<file path="src/rtl/tec8_datapath_sequencer_if.sv">
// rtl/tec8_datapath_sequencer_if.sv - control word in, status and display out, between controller and datapath
interface tec8_datapath_sequencer_if #(
  parameter int ADDR_W = 8
);
  logic              START;
  logic [7:0]        SD;
  logic              SELCTL, DRW, LPC, PCINC, PCADD, LAR, ARINC, LIR, LDZ, LDC;
  logic              CIN, M, MEMW, ABUS, SBUS, MBUS, STOP, SHORT, LONG;
  logic [3:0]        S;
  logic [3:0]        SEL;

  logic [2:0]        W;
  logic [3:0]        IR;
  logic              C;
  logic              Z;
  logic [7:0]        IR_FULL;
  logic [ADDR_W-1:0] PC_OUT;
  logic [ADDR_W-1:0] AR_OUT;
  logic [7:0]        DBUS;
  logic [7:0]        A_OUT;
  logic [7:0]        B_OUT;
  logic              RUN;

  modport master (
    output START, SD, SELCTL, DRW, LPC, PCINC, PCADD, LAR, ARINC, LIR, LDZ, LDC,
           CIN, M, MEMW, ABUS, SBUS, MBUS, STOP, SHORT, LONG, S, SEL,
    input  W, IR, C, Z, IR_FULL, PC_OUT, AR_OUT, DBUS, A_OUT, B_OUT, RUN
  );

  modport slave (
    input  START, SD, SELCTL, DRW, LPC, PCINC, PCADD, LAR, ARINC, LIR, LDZ, LDC,
           CIN, M, MEMW, ABUS, SBUS, MBUS, STOP, SHORT, LONG, S, SEL,
    output W, IR, C, Z, IR_FULL, PC_OUT, AR_OUT, DBUS, A_OUT, B_OUT, RUN
  );
endinterface

</file>
<file path="src/rtl/tec8_datapath_sequencer.sv">
// rtl/tec8_datapath_sequencer.sv - TEC-8 execution half: registers, ALU, bus, memory, W1/W2/W3 beat sequencer
module tec8_datapath_sequencer #(
  parameter int ADDR_W = 8
) (
  input  logic                          T3,
  input  logic                          CLR,
  tec8_datapath_sequencer_if.slave      bus
);

  localparam logic [2:0] W1 = 3'b001;
  localparam logic [2:0] W2 = 3'b010;
  localparam logic [2:0] W3 = 3'b100;
  localparam int         DEPTH = 2 ** ADDR_W;

  logic [7:0]        r_q [4];
  logic [7:0]        r_d [4];
  logic [ADDR_W-1:0] pc_q, pc_d;
  logic [ADDR_W-1:0] ar_q, ar_d;
  logic [7:0]        ir_q, ir_d;
  logic              c_q, c_d;
  logic              z_q, z_d;
  logic [2:0]        w_q, w_d;
  logic              run_q, run_d;

  logic [7:0]        mem_q [DEPTH];

  logic [1:0]        a_idx;
  logic [1:0]        b_idx;
  logic [7:0]        a_val;
  logic [7:0]        b_val;
  logic [7:0]        alu_f;
  logic              alu_cout;
  logic [7:0]        arith_y;
  logic [8:0]        arith_sum;
  logic [7:0]        dbus;
  logic [7:0]        mem_at_ar;
  logic [7:0]        mem_at_pc;
  logic [ADDR_W-1:0] pc_offset;

  // Console select overrides the instruction's register fields.
  assign a_idx = bus.SELCTL ? bus.SEL[3:2] : ir_q[3:2];
  assign b_idx = bus.SELCTL ? bus.SEL[1:0] : ir_q[1:0];
  assign a_val = r_q[a_idx];
  assign b_val = r_q[b_idx];

  assign mem_at_ar = mem_q[ar_q];
  assign mem_at_pc = mem_q[pc_q];

  always_comb begin
    arith_y = 8'h00;
    case (bus.S)
      4'b1001: arith_y = b_val;
      4'b0110: arith_y = ~b_val;
      4'b0000: arith_y = 8'h00;
      4'b1111: arith_y = 8'hFF;
      default: arith_y = 8'h00;
    endcase
  end

  // 74181 carry input is active-low: CIN=0 injects a carry.
  assign arith_sum = {1'b0, a_val} + {1'b0, arith_y} + {8'h00, ~bus.CIN};

  always_comb begin
    alu_f    = 8'h00;
    alu_cout = 1'b0;
    if (bus.M) begin
      case (bus.S)
        4'b1011: alu_f = a_val & b_val;
        4'b1010: alu_f = b_val;
        4'b1111: alu_f = a_val;
        4'b1110: alu_f = a_val | b_val;
        4'b0110: alu_f = a_val ^ b_val;
        4'b0000: alu_f = ~a_val;
        default: alu_f = 8'h00;
      endcase
    end else begin
      alu_f    = arith_sum[7:0];
      alu_cout = arith_sum[8];
    end
  end

  always_comb begin
    dbus = 8'h00;
    if (bus.MBUS)      dbus = mem_at_ar;
    else if (bus.ABUS) dbus = alu_f;
    else if (bus.SBUS) dbus = bus.SD;
  end

  assign pc_offset = {{(ADDR_W-4){ir_q[3]}}, ir_q[3:0]};

  always_comb begin
    r_d   = r_q;
    pc_d  = pc_q;
    ar_d  = ar_q;
    ir_d  = ir_q;
    c_d   = c_q;
    z_d   = z_q;
    w_d   = w_q;
    run_d = run_q;
    if (!run_q) begin
      // The start edge only arms the sequencer; nothing else moves.
      if (bus.START) run_d = 1'b1;
    end else begin
      case (w_q)
        W1:      w_d = bus.SHORT ? W1 : W2;
        W2:      w_d = bus.LONG  ? W3 : W1;
        default: w_d = W1;
      endcase
      if (bus.STOP && (w_d == W1)) run_d = 1'b0;

      if (bus.DRW) r_d[a_idx] = dbus;
      if (bus.LDC) c_d = alu_cout;
      if (bus.LDZ) z_d = (alu_f == 8'h00);

      if (bus.LPC)        pc_d = dbus[ADDR_W-1:0];
      else if (bus.PCADD) pc_d = pc_q + pc_offset;
      else if (bus.PCINC) pc_d = pc_q + {{(ADDR_W-1){1'b0}}, 1'b1};

      if (bus.LAR)        ar_d = dbus[ADDR_W-1:0];
      else if (bus.ARINC) ar_d = ar_q + {{(ADDR_W-1){1'b0}}, 1'b1};

      if (bus.LIR) ir_d = mem_at_pc;
    end
  end

  always_ff @(posedge T3 or posedge CLR) begin
    if (CLR) begin
      for (int i = 0; i < 4; i++) r_q[i] <= 8'h00;
      pc_q  <= '0;
      ar_q  <= '0;
      ir_q  <= 8'h00;
      c_q   <= 1'b0;
      z_q   <= 1'b0;
      w_q   <= W1;
      run_q <= 1'b0;
    end else begin
      r_q   <= r_d;
      pc_q  <= pc_d;
      ar_q  <= ar_d;
      ir_q  <= ir_d;
      c_q   <= c_d;
      z_q   <= z_d;
      w_q   <= w_d;
      run_q <= run_d;
    end
  end

  // Memory keeps its contents across CLR; CLR only suppresses the pending write.
  always_ff @(posedge T3 or posedge CLR) begin
    if (CLR) begin
    end else if (run_q && bus.MEMW) begin
      mem_q[ar_q] <= dbus;
    end
  end

  assign bus.W       = w_q;
  assign bus.IR      = ir_q[7:4];
  assign bus.C       = c_q;
  assign bus.Z       = z_q;
  assign bus.IR_FULL = ir_q;
  assign bus.PC_OUT  = pc_q;
  assign bus.AR_OUT  = ar_q;
  assign bus.DBUS    = dbus;
  assign bus.A_OUT   = a_val;
  assign bus.B_OUT   = b_val;
  assign bus.RUN     = run_q;

endmodule
</file>
<file path="src/flat_wrapper.sv">
// flat-port wrapper written by rule: the top's interface ports become plain ports
module tec8_datapath_sequencer_flat 
#(
  parameter int ADDR_W = 8
)
  (T3, CLR, bus_START, bus_SD, bus_SELCTL, bus_DRW, bus_LPC, bus_PCINC, bus_PCADD, bus_LAR, bus_ARINC, bus_LIR, bus_LDZ, bus_LDC, bus_CIN, bus_M, bus_MEMW, bus_ABUS, bus_SBUS, bus_MBUS, bus_STOP, bus_SHORT, bus_LONG, bus_S, bus_SEL, bus_W, bus_IR, bus_C, bus_Z, bus_IR_FULL, bus_PC_OUT, bus_AR_OUT, bus_DBUS, bus_A_OUT, bus_B_OUT, bus_RUN);
  tec8_datapath_sequencer_if #(.ADDR_W(ADDR_W)) bus_i ();
  input  logic T3;
  input  logic CLR;
  input wire logic [$bits(bus_i.START)-1:0] bus_START;
  input wire logic [$bits(bus_i.SD)-1:0] bus_SD;
  input wire logic [$bits(bus_i.SELCTL)-1:0] bus_SELCTL;
  input wire logic [$bits(bus_i.DRW)-1:0] bus_DRW;
  input wire logic [$bits(bus_i.LPC)-1:0] bus_LPC;
  input wire logic [$bits(bus_i.PCINC)-1:0] bus_PCINC;
  input wire logic [$bits(bus_i.PCADD)-1:0] bus_PCADD;
  input wire logic [$bits(bus_i.LAR)-1:0] bus_LAR;
  input wire logic [$bits(bus_i.ARINC)-1:0] bus_ARINC;
  input wire logic [$bits(bus_i.LIR)-1:0] bus_LIR;
  input wire logic [$bits(bus_i.LDZ)-1:0] bus_LDZ;
  input wire logic [$bits(bus_i.LDC)-1:0] bus_LDC;
  input wire logic [$bits(bus_i.CIN)-1:0] bus_CIN;
  input wire logic [$bits(bus_i.M)-1:0] bus_M;
  input wire logic [$bits(bus_i.MEMW)-1:0] bus_MEMW;
  input wire logic [$bits(bus_i.ABUS)-1:0] bus_ABUS;
  input wire logic [$bits(bus_i.SBUS)-1:0] bus_SBUS;
  input wire logic [$bits(bus_i.MBUS)-1:0] bus_MBUS;
  input wire logic [$bits(bus_i.STOP)-1:0] bus_STOP;
  input wire logic [$bits(bus_i.SHORT)-1:0] bus_SHORT;
  input wire logic [$bits(bus_i.LONG)-1:0] bus_LONG;
  input wire logic [$bits(bus_i.S)-1:0] bus_S;
  input wire logic [$bits(bus_i.SEL)-1:0] bus_SEL;
  output wire logic [$bits(bus_i.W)-1:0] bus_W;
  output wire logic [$bits(bus_i.IR)-1:0] bus_IR;
  output wire logic [$bits(bus_i.C)-1:0] bus_C;
  output wire logic [$bits(bus_i.Z)-1:0] bus_Z;
  output wire logic [$bits(bus_i.IR_FULL)-1:0] bus_IR_FULL;
  output wire logic [$bits(bus_i.PC_OUT)-1:0] bus_PC_OUT;
  output wire logic [$bits(bus_i.AR_OUT)-1:0] bus_AR_OUT;
  output wire logic [$bits(bus_i.DBUS)-1:0] bus_DBUS;
  output wire logic [$bits(bus_i.A_OUT)-1:0] bus_A_OUT;
  output wire logic [$bits(bus_i.B_OUT)-1:0] bus_B_OUT;
  output wire logic [$bits(bus_i.RUN)-1:0] bus_RUN;
  assign bus_i.START = bus_START;
  assign bus_i.SD = bus_SD;
  assign bus_i.SELCTL = bus_SELCTL;
  assign bus_i.DRW = bus_DRW;
  assign bus_i.LPC = bus_LPC;
  assign bus_i.PCINC = bus_PCINC;
  assign bus_i.PCADD = bus_PCADD;
  assign bus_i.LAR = bus_LAR;
  assign bus_i.ARINC = bus_ARINC;
  assign bus_i.LIR = bus_LIR;
  assign bus_i.LDZ = bus_LDZ;
  assign bus_i.LDC = bus_LDC;
  assign bus_i.CIN = bus_CIN;
  assign bus_i.M = bus_M;
  assign bus_i.MEMW = bus_MEMW;
  assign bus_i.ABUS = bus_ABUS;
  assign bus_i.SBUS = bus_SBUS;
  assign bus_i.MBUS = bus_MBUS;
  assign bus_i.STOP = bus_STOP;
  assign bus_i.SHORT = bus_SHORT;
  assign bus_i.LONG = bus_LONG;
  assign bus_i.S = bus_S;
  assign bus_i.SEL = bus_SEL;
  assign bus_W = bus_i.W;
  assign bus_IR = bus_i.IR;
  assign bus_C = bus_i.C;
  assign bus_Z = bus_i.Z;
  assign bus_IR_FULL = bus_i.IR_FULL;
  assign bus_PC_OUT = bus_i.PC_OUT;
  assign bus_AR_OUT = bus_i.AR_OUT;
  assign bus_DBUS = bus_i.DBUS;
  assign bus_A_OUT = bus_i.A_OUT;
  assign bus_B_OUT = bus_i.B_OUT;
  assign bus_RUN = bus_i.RUN;
  tec8_datapath_sequencer #(.ADDR_W(ADDR_W)) u_core (.T3(T3), .CLR(CLR), .bus(bus_i));
endmodule
</file>
<file path="config.mk">
export PLATFORM = sky130hd
export DESIGN_NAME = tec8_datapath_sequencer_flat
export DESIGN_NICKNAME = d
export VERILOG_FILES = /design/src/rtl/tec8_datapath_sequencer_if.sv /design/src/rtl/tec8_datapath_sequencer.sv /design/src/flat_wrapper.sv
export SDC_FILE = /design/constraint.sdc
export NUM_CORES = 2
export LEC_CHECK = 0
export BUFFER_PORTS_ARGS = -buffer_cell sky130_fd_sc_hd__buf_2
export CORE_MARGIN = 2
export CORE_UTILIZATION = 40
export DETAILED_ROUTE_END_ITERATION = 16
export PLACE_DENSITY_LB_ADDON = 0.1
export SYNTH_ARGS = -nofsm -noshare
export SYNTH_HDL_FRONTEND = slang
export SYNTH_SLANG_ARGS = --single-unit
export TNS_END_PERCENT = 30
</file>
<file path="constraint.sdc">
create_clock -name T3 -period 14.55 [get_ports T3]
set_input_delay 0.7275 -clock T3 [delete_from_list [all_inputs] [get_ports T3]]
set_output_delay 0.7275 -clock T3 [all_outputs]
set_load 0.01 [all_outputs]
</file>
==> metrics.cfg <==
[synthesis]
ys_types = 85
ys_ff_latch = 2110
syn-cell-area_um2 = 100000
synthCells = 5136
synth-main-ff-cell = edfxtp_1
yosysWarnings = 0
ys_seq_area_share_pct = 62.8
async_flop_share_pct = 2.94
syn_nets = 5210
synth_edf_count = 2048
avgSynthCellArea_um2 = 19.5

[timing]
tns_ps = 0
setup_viol = 0
period_needed_ps = 8360
clock.fmax_ghz = 0.120
finalHoldViolCount = 0
skew_ps = 74.2
relSlewSlack_pct = -1.51
rsz0062_at_grt = no
period_share_pct = 57.4
drv_slew = 1
worst_slew_pin_slew_ps = 1520
fin_ws_ps = 6190

[placed_design]
numPortBuffers = 95
dp_slack_ps = 7150
gp_congestion = 0.947
postPlaceCellArea_um2 = 105000
dp_hpwl_um = 262000

[floorplan]
ios = 96
fp.dieW_um = 505
rows = 183
start_util_pct = 40.3
core-area_um2 = 249000
die_height_um = 505
dieArea_um2 = 255000

[detailed_routing]
routed_wl_um = 391000
drtIter0Drc = 10200
drc = 0
vias = 59900
wl_per_cell_um = 44.5
via_per_inst = 6.81
antenna_left = 0
firstDrtPassIters = 9

[clocking]
clk-insertion-delay-late_ps = 940
ctsLongestPathBuffers = 3
post-cts-setup-buffer-count = 0
path_clk_slew_ps = 60
clock-sinks = 2110
holdBufCountCts = 0
htreeDepth = 4
cts_buffers = 226
cts_root_buf = clkbuf_16
cts_resized = 0
cts_tree = done

[final_layout]
final_common_cell = edfxtp_1
fin_util_pct = 45.2
drive_above_1_share_pct = 34.8
layout.nets = 5335
layout_common_cells = 2048 x edfxtp_1, 1156 x mux4_2, 324 x nor2_1, 229 x clkbuf_16, 194 x buf_4
area_delta_synth_final_pct = 12.1
final_cell_area_um2 = 113000

[grt]
grt_pass1_wl_um = 523000
grt_use_met1_pct = 43.5
track_usage_pct = 30.3
globalRouteMet2Util_pct = 43.1
grt_max_degree = 131
grt_overflow = 0
use_met3_pct = 8.33
grt_pass1_vias = 57400
antenna_found_initial = 40
grt_busiest_layer = met1

[critical_path]
criticalPathCategory = reg -> out
cp.required_ps = 13820
slowest_stage = nor4_1
critPathCaptureType = primary output
crit_top_cell = buf_4
worst-path-max-fanout = 130
arrival_ps = 7630
cpPeakStageDelay_ps = 1160
crit_chain = buf_4, buf_4, buf_4, mux4_2, nand2_1, a32oi_1, a211oi_1, nor4_1, a211oi_2, nor2_4, buf_12, buf_2
worstSetupStartpointType = flop

[power]
irDropWorstVdd_mv = 0.226
cellLeakagePower_nw = 34.9
powerDensity_nw_per_um2 = 232

[run_status]
status = complete, but fails checks
violations = slew limit

[job]
cap_violations = 0

[worst_hold_path]
min_path_type = in -> reg

-- routing by layer --
layer	share of wire, %	vias up
li1	-	22400
met1	40	32800
met2	43	3959
met3	11	700
met4	5.2	24
met5	0.097	-
-- state kept, by name (all words and copies together), names as in the netlist --
register / count
u_core.bus.RUN: 1
u_core.bus.IR_FULL: 8
u_core.bus.W: 3
u_core.bus.C: 1
u_core.bus.AR_OUT: 8
u_core.bus.PC_OUT: 8
u_core.mem_q: 2048
u_core.r_q: 32
u_core.bus.Z: 1
-- worst max-delay path, delay by kind of cell (launching register included) --
family,cells,cell delay [ps]
muxes,1,360
DFF,1,780
AOI/OAI and AO/OA,3,830
and+or+nand+nor,3,1840
buffers and inverters,5,2620
-- cell families after synthesis --
| logic type | count (synthesis) | share of synthesized area [%] |
|---|---|---|
| buf+inv | 444 | 2.01 |
| mux | 1374 | 28.2 |
| flops | 2110 | 62.8 |
| simple gates | 719 | 3.33 |
| xor+xnor | 8 | 0.0698 |
| compound gates | 445 | 3.15 |
| fa+ha+maj | 36 | 0.471 |
-- power breakdown --
group / internal (mW) / switching, mW
Clock: 3.25 / 2.53
Combinational: 4.16 / 7.85
Sequential: 7.97 / 0.309
Total: 15.4 / 10.7
-- final timing paths --
kind / slack, ps / end / cells after the start / from
setup / recovery: 6190 / bus_DBUS[1] / 12 / u_core.bus.AR_OUT[0]
hold reg to reg: 480 / u_core.bus.C / 2 / u_core.bus.C
setup reg to reg: 7160 / u_core.mem_q[224][1] / 11 / u_core.bus.AR_OUT[0]
min in group asynchronous: 100 / u_core.bus.PC_OUT[5] / 3 / CLR
hold / removal: 90 / u_core.bus.RUN / 2 / bus_START
max in group asynchronous: 13630 / u_core.bus.AR_OUT[3] / 3 / CLR
-- Yosys cell counts (all sizes together) (7+ instances only) --
| cell type | instances | share of area [%] |
|---|---|---|
| a221oi | 20 | 0.18 |
| o22ai | 16 | 0.10 |
| a31oi | 24 | 0.15 |
| a21oi | 87 | 0.43 |
| nor4 | 13 | 0.081 |
| nand4 | 12 | 0.075 |
| edfxtp | 2048 | 61 |
| a21o | 9 | 0.067 |
| a22oi | 129 | 0.96 |
| nand2b | 15 | 0.093 |
| mux2 | 46 | 0.52 |
| mux4 | 1156 | 26 |
| or3 | 9 | 0.056 |
| nand3 | 59 | 0.29 |
| buf | 224 | 1.2 |
| a22o | 14 | 0.12 |
| o31ai | 10 | 0.075 |
| a2111oi | 9 | 0.079 |
| nor4b | 10 | 0.093 |
| o21ai | 30 | 0.15 |
| dfrtp | 61 | 1.5 |
| nor2b | 22 | 0.14 |
| a211oi | 13 | 0.10 |
| o2111ai | 7 | 0.061 |
| and3 | 13 | 0.081 |
| clkbuf | 184 | 0.69 |
| nand2 | 148 | 0.55 |
| nand3b | 11 | 0.082 |
| a221o | 11 | 0.11 |
| and2 | 18 | 0.11 |
| nor2 | 332 | 1.2 |
| o211ai | 20 | 0.15 |
| inv | 35 | 0.13 |
| a32oi | 8 | 0.070 |
| ha | 33 | 0.41 |
| mux2i | 172 | 1.7 |
| nor3 | 20 | 0.10 |
-- layout make-up --
class                   instances  area, um^2
fillers                     21400      137000
flip-flops and latches       2110       63100
multi-input cells            2582       35600
clock buffers                 281        5960
well taps                    3330        4170
repair buffers                305        2250
clock inverters               136        1310
inverters                      36         141
diodes                          8        20.0
-- metrics by stage --
stage               hold WS, ps  power, mW  instances
floorplan                   491       15.3       5136
global placement            464       20.2       8363
detailed placement          469       20.2       8363
CTS                        15.3       25.9       8780
global route               57.4       26.6       8785
finish                     92.6       26.1       8788
Power figures use the tool's default switching activity.
